**config.mk**
```make
export PLATFORM = sky130hd
export DESIGN_NAME = reg_dump_ctrl
export DESIGN_NICKNAME = d
export VERILOG_FILES = /design/src/rtl/reg_dump_ctrl_pkg.sv /design/src/rtl/reg_dump_ctrl.sv
export SDC_FILE = /design/constraint.sdc
export NUM_CORES = 1
export LEC_CHECK = 0
export BUFFER_PORTS_ARGS = -buffer_cell sky130_fd_sc_hd__buf_2
export CAP_MARGIN = 30
export CORE_MARGIN = 1
export CORE_UTILIZATION = 36
export CTS_CLUSTER_DIAMETER = 120
export DETAILED_ROUTE_END_ITERATION = 8
export PLACE_DENSITY = 0.61
export SYNTH_ARGS = -nofsm -noshare
export SYNTH_HDL_FRONTEND = slang
export SYNTH_SLANG_ARGS = --single-unit
```
**constraint.sdc**
```tcl
create_clock -name clk -period 2.6 [get_ports clk]
set_clock_uncertainty 0.15 [all_clocks]
set_input_delay 0.26 -clock clk [delete_from_list [all_inputs] [get_ports clk]]
set_output_delay 0.26 -clock clk [all_outputs]
set_load 0.02 [all_outputs]
```
**src/rtl/reg_dump_ctrl_pkg.sv**
```systemverilog
// Shared debug definitions for the register-dump controller:
// FSM state encoding, word/byte geometry and register address width.
package reg_dump_ctrl_pkg;

    typedef enum logic [2:0] {
        ST_IDLE   = 3'd0,
        ST_DRAIN  = 3'd1,
        ST_ADDR   = 3'd2,
        ST_SEND   = 3'd3,
        ST_FINISH = 3'd4
    } dump_state_t;

    localparam int BYTES_PER_WORD = 4;
    localparam int REG_ADDR_W     = 5;
    localparam int WORD_W         = 32;
    localparam int BYTE_W         = 8;

    // Bytes leave MSB first, so the outgoing byte is always the top of the word.
    function automatic logic [BYTE_W-1:0] top_byte(input logic [WORD_W-1:0] word);
        return word[WORD_W-1 -: BYTE_W];
    endfunction

endpackage

```
**src/rtl/reg_dump_ctrl.sv**
```systemverilog
// Register-file dump controller: stalls the pipeline, reads every register
// through debug read port A and streams each word out MSB-first, one byte at a time.
module reg_dump_ctrl
    import reg_dump_ctrl_pkg::*;
#(
    parameter int DRAIN_CYCLES = 4,
    parameter int NUM_REGS     = 32
)(
    input  logic                  clk,
    input  logic                  rst_n,
    input  logic                  start,
    input  logic                  halt,
    input  logic [WORD_W-1:0]     reg_data,
    input  logic                  tx_ready,
    output logic                  db_stall,
    output logic                  db_lector,
    output logic [REG_ADDR_W-1:0] db_dirreg,
    output logic [BYTE_W-1:0]     tx_data,
    output logic                  tx_valid,
    output logic                  busy,
    output logic                  done
);

    localparam int DRAIN_W = 16;
    // A zero-length drain is stretched to one cycle so the FSM shape never changes.
    localparam logic [DRAIN_W-1:0]    DRAIN_INIT =
        (DRAIN_CYCLES <= 1) ? '0 : DRAIN_W'(DRAIN_CYCLES - 1);
    localparam logic [REG_ADDR_W-1:0] LAST_IDX  = REG_ADDR_W'(NUM_REGS - 1);
    localparam logic [1:0]            LAST_BYTE = 2'(BYTES_PER_WORD - 1);

    dump_state_t           r_state;
    dump_state_t           w_nextState;
    logic                  r_haltPrev;
    logic [REG_ADDR_W-1:0] r_index;
    logic [DRAIN_W-1:0]    r_drainCnt;
    logic [1:0]            r_byteCnt;
    logic [WORD_W-1:0]     r_shift;

    logic w_request;
    logic w_xfer;
    logic w_lastByte;
    logic w_lastReg;

    assign w_request  = start | (halt & ~r_haltPrev);
    assign w_xfer     = (r_state == ST_SEND) & tx_ready;
    assign w_lastByte = (r_byteCnt == LAST_BYTE);
    assign w_lastReg  = (r_index == LAST_IDX);

    always_ff @(posedge clk or negedge rst_n) begin
        if (!rst_n) begin
            r_state <= ST_IDLE;
        end else begin
            r_state <= w_nextState;
        end
    end

    always_comb begin
        w_nextState = r_state;
        db_stall    = 1'b0;
        db_lector   = 1'b0;
        db_dirreg   = '0;
        tx_data     = '0;
        tx_valid    = 1'b0;
        done        = 1'b0;
        busy        = (r_state != ST_IDLE);
        case (r_state)
            ST_IDLE: begin
                if (w_request) begin
                    w_nextState = ST_DRAIN;
                end
            end
            ST_DRAIN: begin
                db_stall = 1'b1;
                if (r_drainCnt == '0) begin
                    w_nextState = ST_ADDR;
                end
            end
            ST_ADDR: begin
                db_stall    = 1'b1;
                db_lector   = 1'b1;
                db_dirreg   = r_index;
                w_nextState = ST_SEND;
            end
            ST_SEND: begin
                db_stall = 1'b1;
                tx_valid = 1'b1;
                tx_data  = top_byte(r_shift);
                if (w_xfer && w_lastByte) begin
                    w_nextState = w_lastReg ? ST_FINISH : ST_ADDR;
                end
            end
            ST_FINISH: begin
                db_stall    = 1'b1;
                done        = 1'b1;
                w_nextState = ST_IDLE;
            end
            default: begin
                w_nextState = ST_IDLE;
            end
        endcase
    end

    // Halt history is tracked in every state so a halt held through a dump
    // cannot retrigger once the FSM returns to idle.
    always_ff @(posedge clk or negedge rst_n) begin
        if (!rst_n) begin
            r_haltPrev <= 1'b0;
            r_index    <= '0;
            r_drainCnt <= '0;
            r_byteCnt  <= '0;
            r_shift    <= '0;
        end else begin
            r_haltPrev <= halt;
            case (r_state)
                ST_IDLE: begin
                    if (w_request) begin
                        r_index    <= '0;
                        r_drainCnt <= DRAIN_INIT;
                        r_byteCnt  <= '0;
                    end
                end
                ST_DRAIN: begin
                    if (r_drainCnt != '0) begin
                        r_drainCnt <= r_drainCnt - 1'b1;
                    end
                end
                ST_ADDR: begin
                    r_shift   <= reg_data;
                    r_byteCnt <= '0;
                end
                ST_SEND: begin
                    if (w_xfer) begin
                        r_shift   <= {r_shift[WORD_W-BYTE_W-1:0], {BYTE_W{1'b0}}};
                        r_byteCnt <= r_byteCnt + 1'b1;
                        if (w_lastByte && !w_lastReg) begin
                            r_index <= r_index + 1'b1;
                        end
                    end
                end
                default: begin
                end
            endcase
        end
    end

endmodule

```
==> out/metrics.yaml <==
whs_path_depth: 3
path_clk_slew_ns: 0.07
first_iter_violations: 132
finalCritPeriodShare_pct: 92.3
grtUsageTotal_pct: 16.5
nets: 412
wirelength_mm: 6.50
netlist_top_cells_area: "dfrtp_1 (50%), mux2i_1 (8.8%), nand2_1 (5.4%), o21ai_0 (5.4%), and2_1 (3.2%)"
critical_path_buf_inv_count: 4
dr_wl_met3_um: 180
crit_top_cell: "buf_4"
max_freq_ghz: 0.417
min_path_type: "in -> reg"
power_frac_seq_pct: 43.3
drcViolationCount: 0
hold_viol: 0
vias_per_cell: 4.90
crit_arrival_ns: 1.99
die_h_um: 92.8
numCtsBuffers: 9
r2r_slack_ns: 0.20
ys_seq_area_share_pct: 49.8
cp-start-kind: "flop"
crit_slowest_cell: "dfrtp_1"
max_stage_delay_ns: 0.46
top_layer: "met4"
numPortBuffers: 54
synthCells: 306
area_growth_syn_to_layout_pct: 23.8
period_minus_slack_ns: 2.40
ys_warn_count: 0
grt_start_max_net_pins: 57
dr.pass1.iters: 4
power_density_nw_per_um2: 921
htreeDepth: 3
grt_pass1_wl_mm: 10.9
max-vdd-ir-drop_mv: 0.387
yosys.area.top_type: "dfrtp_1"
drt-met1-wl_mm: 3.31
crit_required_ns: 2.19
p_comb_share_pct: 31.6
dpl.hpwl_mm: 4.58
rsz0062_at_grt: "false"
drive_gt1_share_pct: 21.8
clk_latency_ns: 0.34
tns_ns: 0
r2r-end: "r_drainCnt[9]$_DFFE_PN0P_"
crit_path_end_kind: "output pin"
ant_nets: 0
power.leakage_nw: 1.69
clock-sinks: 59
synth_most_common_cell: "dfrtp_1"
io_pins: 55
min_from: "reg_data[18]"
p_switching_mw: 1.19
ys.flop_type: "dfrtp_1"
start_util_pct: 37.8
synth.distinct_cells: 45
reg2reg_depth: 5
post_drt_wl_per_cell_um: 13.6
core_area_um2: 7850
r2r_start: "r_drainCnt[0]$_DFFE_PN0P_"
synth_top_area_share_pct: 49.8
place_congestion: 0.784
syn_nets: 347
n_antenna_cell: 0
netSwitchingFraction_pct: 35.3
synth_edf_count: 0
synth-async-reset-ratio_pct: 100
setup_violations: 0
maxCapViolCount: 0
intPower_mw: 2.19
num_rows: 32
n_fill_cell: 793
cp_max_fo: 11
syn_area_um2: 2970
die_w_um: 92.8
grt_antenna_before_repair: 0
p_clk_share_pct: 25.1
slew_headroom_pct: 56.1
die-area_um2: 8600
cts_buffer_depth: 2
cts_root_buf: "clkbuf_8"
ys_seq_elements: 59
wl_met2_mm: 2.87
min_to: "r_shift[18]$_DFFE_PN0P_"
cts_tree: "built"
drv_slew: 0
hold_slack_ns: 0.0525
syn_area_per_cell_um2: 9.69
run_status: "completed"
grt_pass1_vias: 2261
worstMarginPinSlew_ns: 0.658
path_cells: "buf_4, nand3b_1, buf_4, inv_1, and2_1, buf_2"
num_vias: 2343
synthTopCellsByCount: "dfrtp_1 (59), nand2_1 (43), o21ai_0 (32)"
grt_remaining_overflow: 0
cpLargestDelayFamily: "buffers and inverters"
crit_type: "reg -> out"
[stage by stage]
stage | util [%] | setup slack, ns | std cells | cell area [um^2] | power, mW
after detailed placement | 42.8 | 0.0807 | 452 | 3360 | 2.54
after CTS | 46.7 | 0.0673 | 478 | 3670 | 3.41
after floorplan | - | 0.346 | 306 | 2970 | 2.22
after global placement | 42.8 | 0.147 | 452 | 3360 | 2.50
after global routing | 46.8 | 0.0595 | 478 | 3670 | 3.65
final | 46.8 | 0.200 | 478 | 3670 | 3.38
[layout make-up]
type                            instances  area, um^2  area share, %
Sequential cell                        59        1480           40.2
Multi-Input combinational cell        219        1380           37.6
Timing Repair Buffer                   73         450           12.3
Clock buffer                           12         155           4.22
Tap cell                              102         128           3.48
Clock inverter                          4        48.8           1.33
Inverter                                9        33.8          0.920
[cells in the final DEF, fill, tap and decap left out, drive strengths merged, types with 4 or more instances in the layout]
master       synthesis  layout
buf                  4      63
dfrtp               59      59
nand2               43      43
o21ai               32      32
mux2i               26      26
nor2                16      16
and2                15      15
clkbuf              15      12
dlygate4sd3          0      10
inv                  9       9
a21oi                9       9
a22o                 9       9
or3                  7       7
nor3                 7       7
nand3                4       4
or4                  4       4
nor4                 4       4
xnor2                4       4
ha                   4       4
[worst max path at each step]
stage,from,cells after the start,to
finish,r_state[0]$_DFFE_PN0P_,6,tx_data[5]
global placement,r_drainCnt[0]$_DFFE_PN0P_,7,r_drainCnt[12]$_DFFE_PN0P_
CTS,r_drainCnt[0]$_DFFE_PN0P_,7,r_drainCnt[12]$_DFFE_PN0P_
global route,r_state[0]$_DFFE_PN0P_,6,tx_data[3]
detailed placement,r_drainCnt[0]$_DFFE_PN0P_,7,r_drainCnt[12]$_DFFE_PN0P_
floorplan,r_state[0]$_DFFE_PN0P_,7,r_index[3]$_DFFE_PN0P_
[power groups by stage]
| stage | Clock [mW] | Combinational [mW] | Sequential (mW) |
|---|---|---|---|
| 6_report | 0.850 | 1.07 | 1.46 |
| 4_1_cts | 0.873 | 1.08 | 1.46 |
| 5_1_grt | 0.912 | 1.23 | 1.51 |
| 3_3_place_gp | 0 | 1.04 | 1.46 |
| 3_5_place_dp | 0 | 1.06 | 1.48 |
| 2_1_floorplan | 0 | 0.816 | 1.40 |
[cells by family after synthesis]
logic type | count (synthesis) | synth area share, %
adder cells (fa/ha/maj) | 4 | 1.69
multiplexers | 27 | 9.16
XOR/XNOR | 6 | 1.77
buffers and inverters | 28 | 3.88
AND/OR/NAND/NOR | 113 | 18.9
flip-flops | 59 | 49.8
AO/OA/AOI/OAI | 69 | 14.8
[layer usage]
layer  vias up  global-route usage [%]
met1      1085                    23.7
met4         0                    8.46
li1       1212                       -
met3        11                    3.28
met5         -                       0
met2        35                    23.3
[worst min-delay path, stage by stage]
cell     delay (ns)
buf_2          0.07
mux2i_1        0.05
o21ai_0        0.12
[sequential cells by signal, indices dropped and copies added, names as in the netlist]
register	count
r_shift	32
r_state	3
r_drainCnt	16
r_haltPrev	1
r_byteCnt	2
r_index	5
[timing repair]
| item | 4_1_cts | 5_1_grt |
|---|---|---|
| setup buffers | 0 | 0 |
| endpoints found under the hold margin | 37 | 0 |
| endpoints found under the setup margin | 0 | 1 |
| hold buffers | 10 | 0 |
| gates resized for setup | 0 | 2 |
Note: power is estimated with default switching activity, not from simulation.
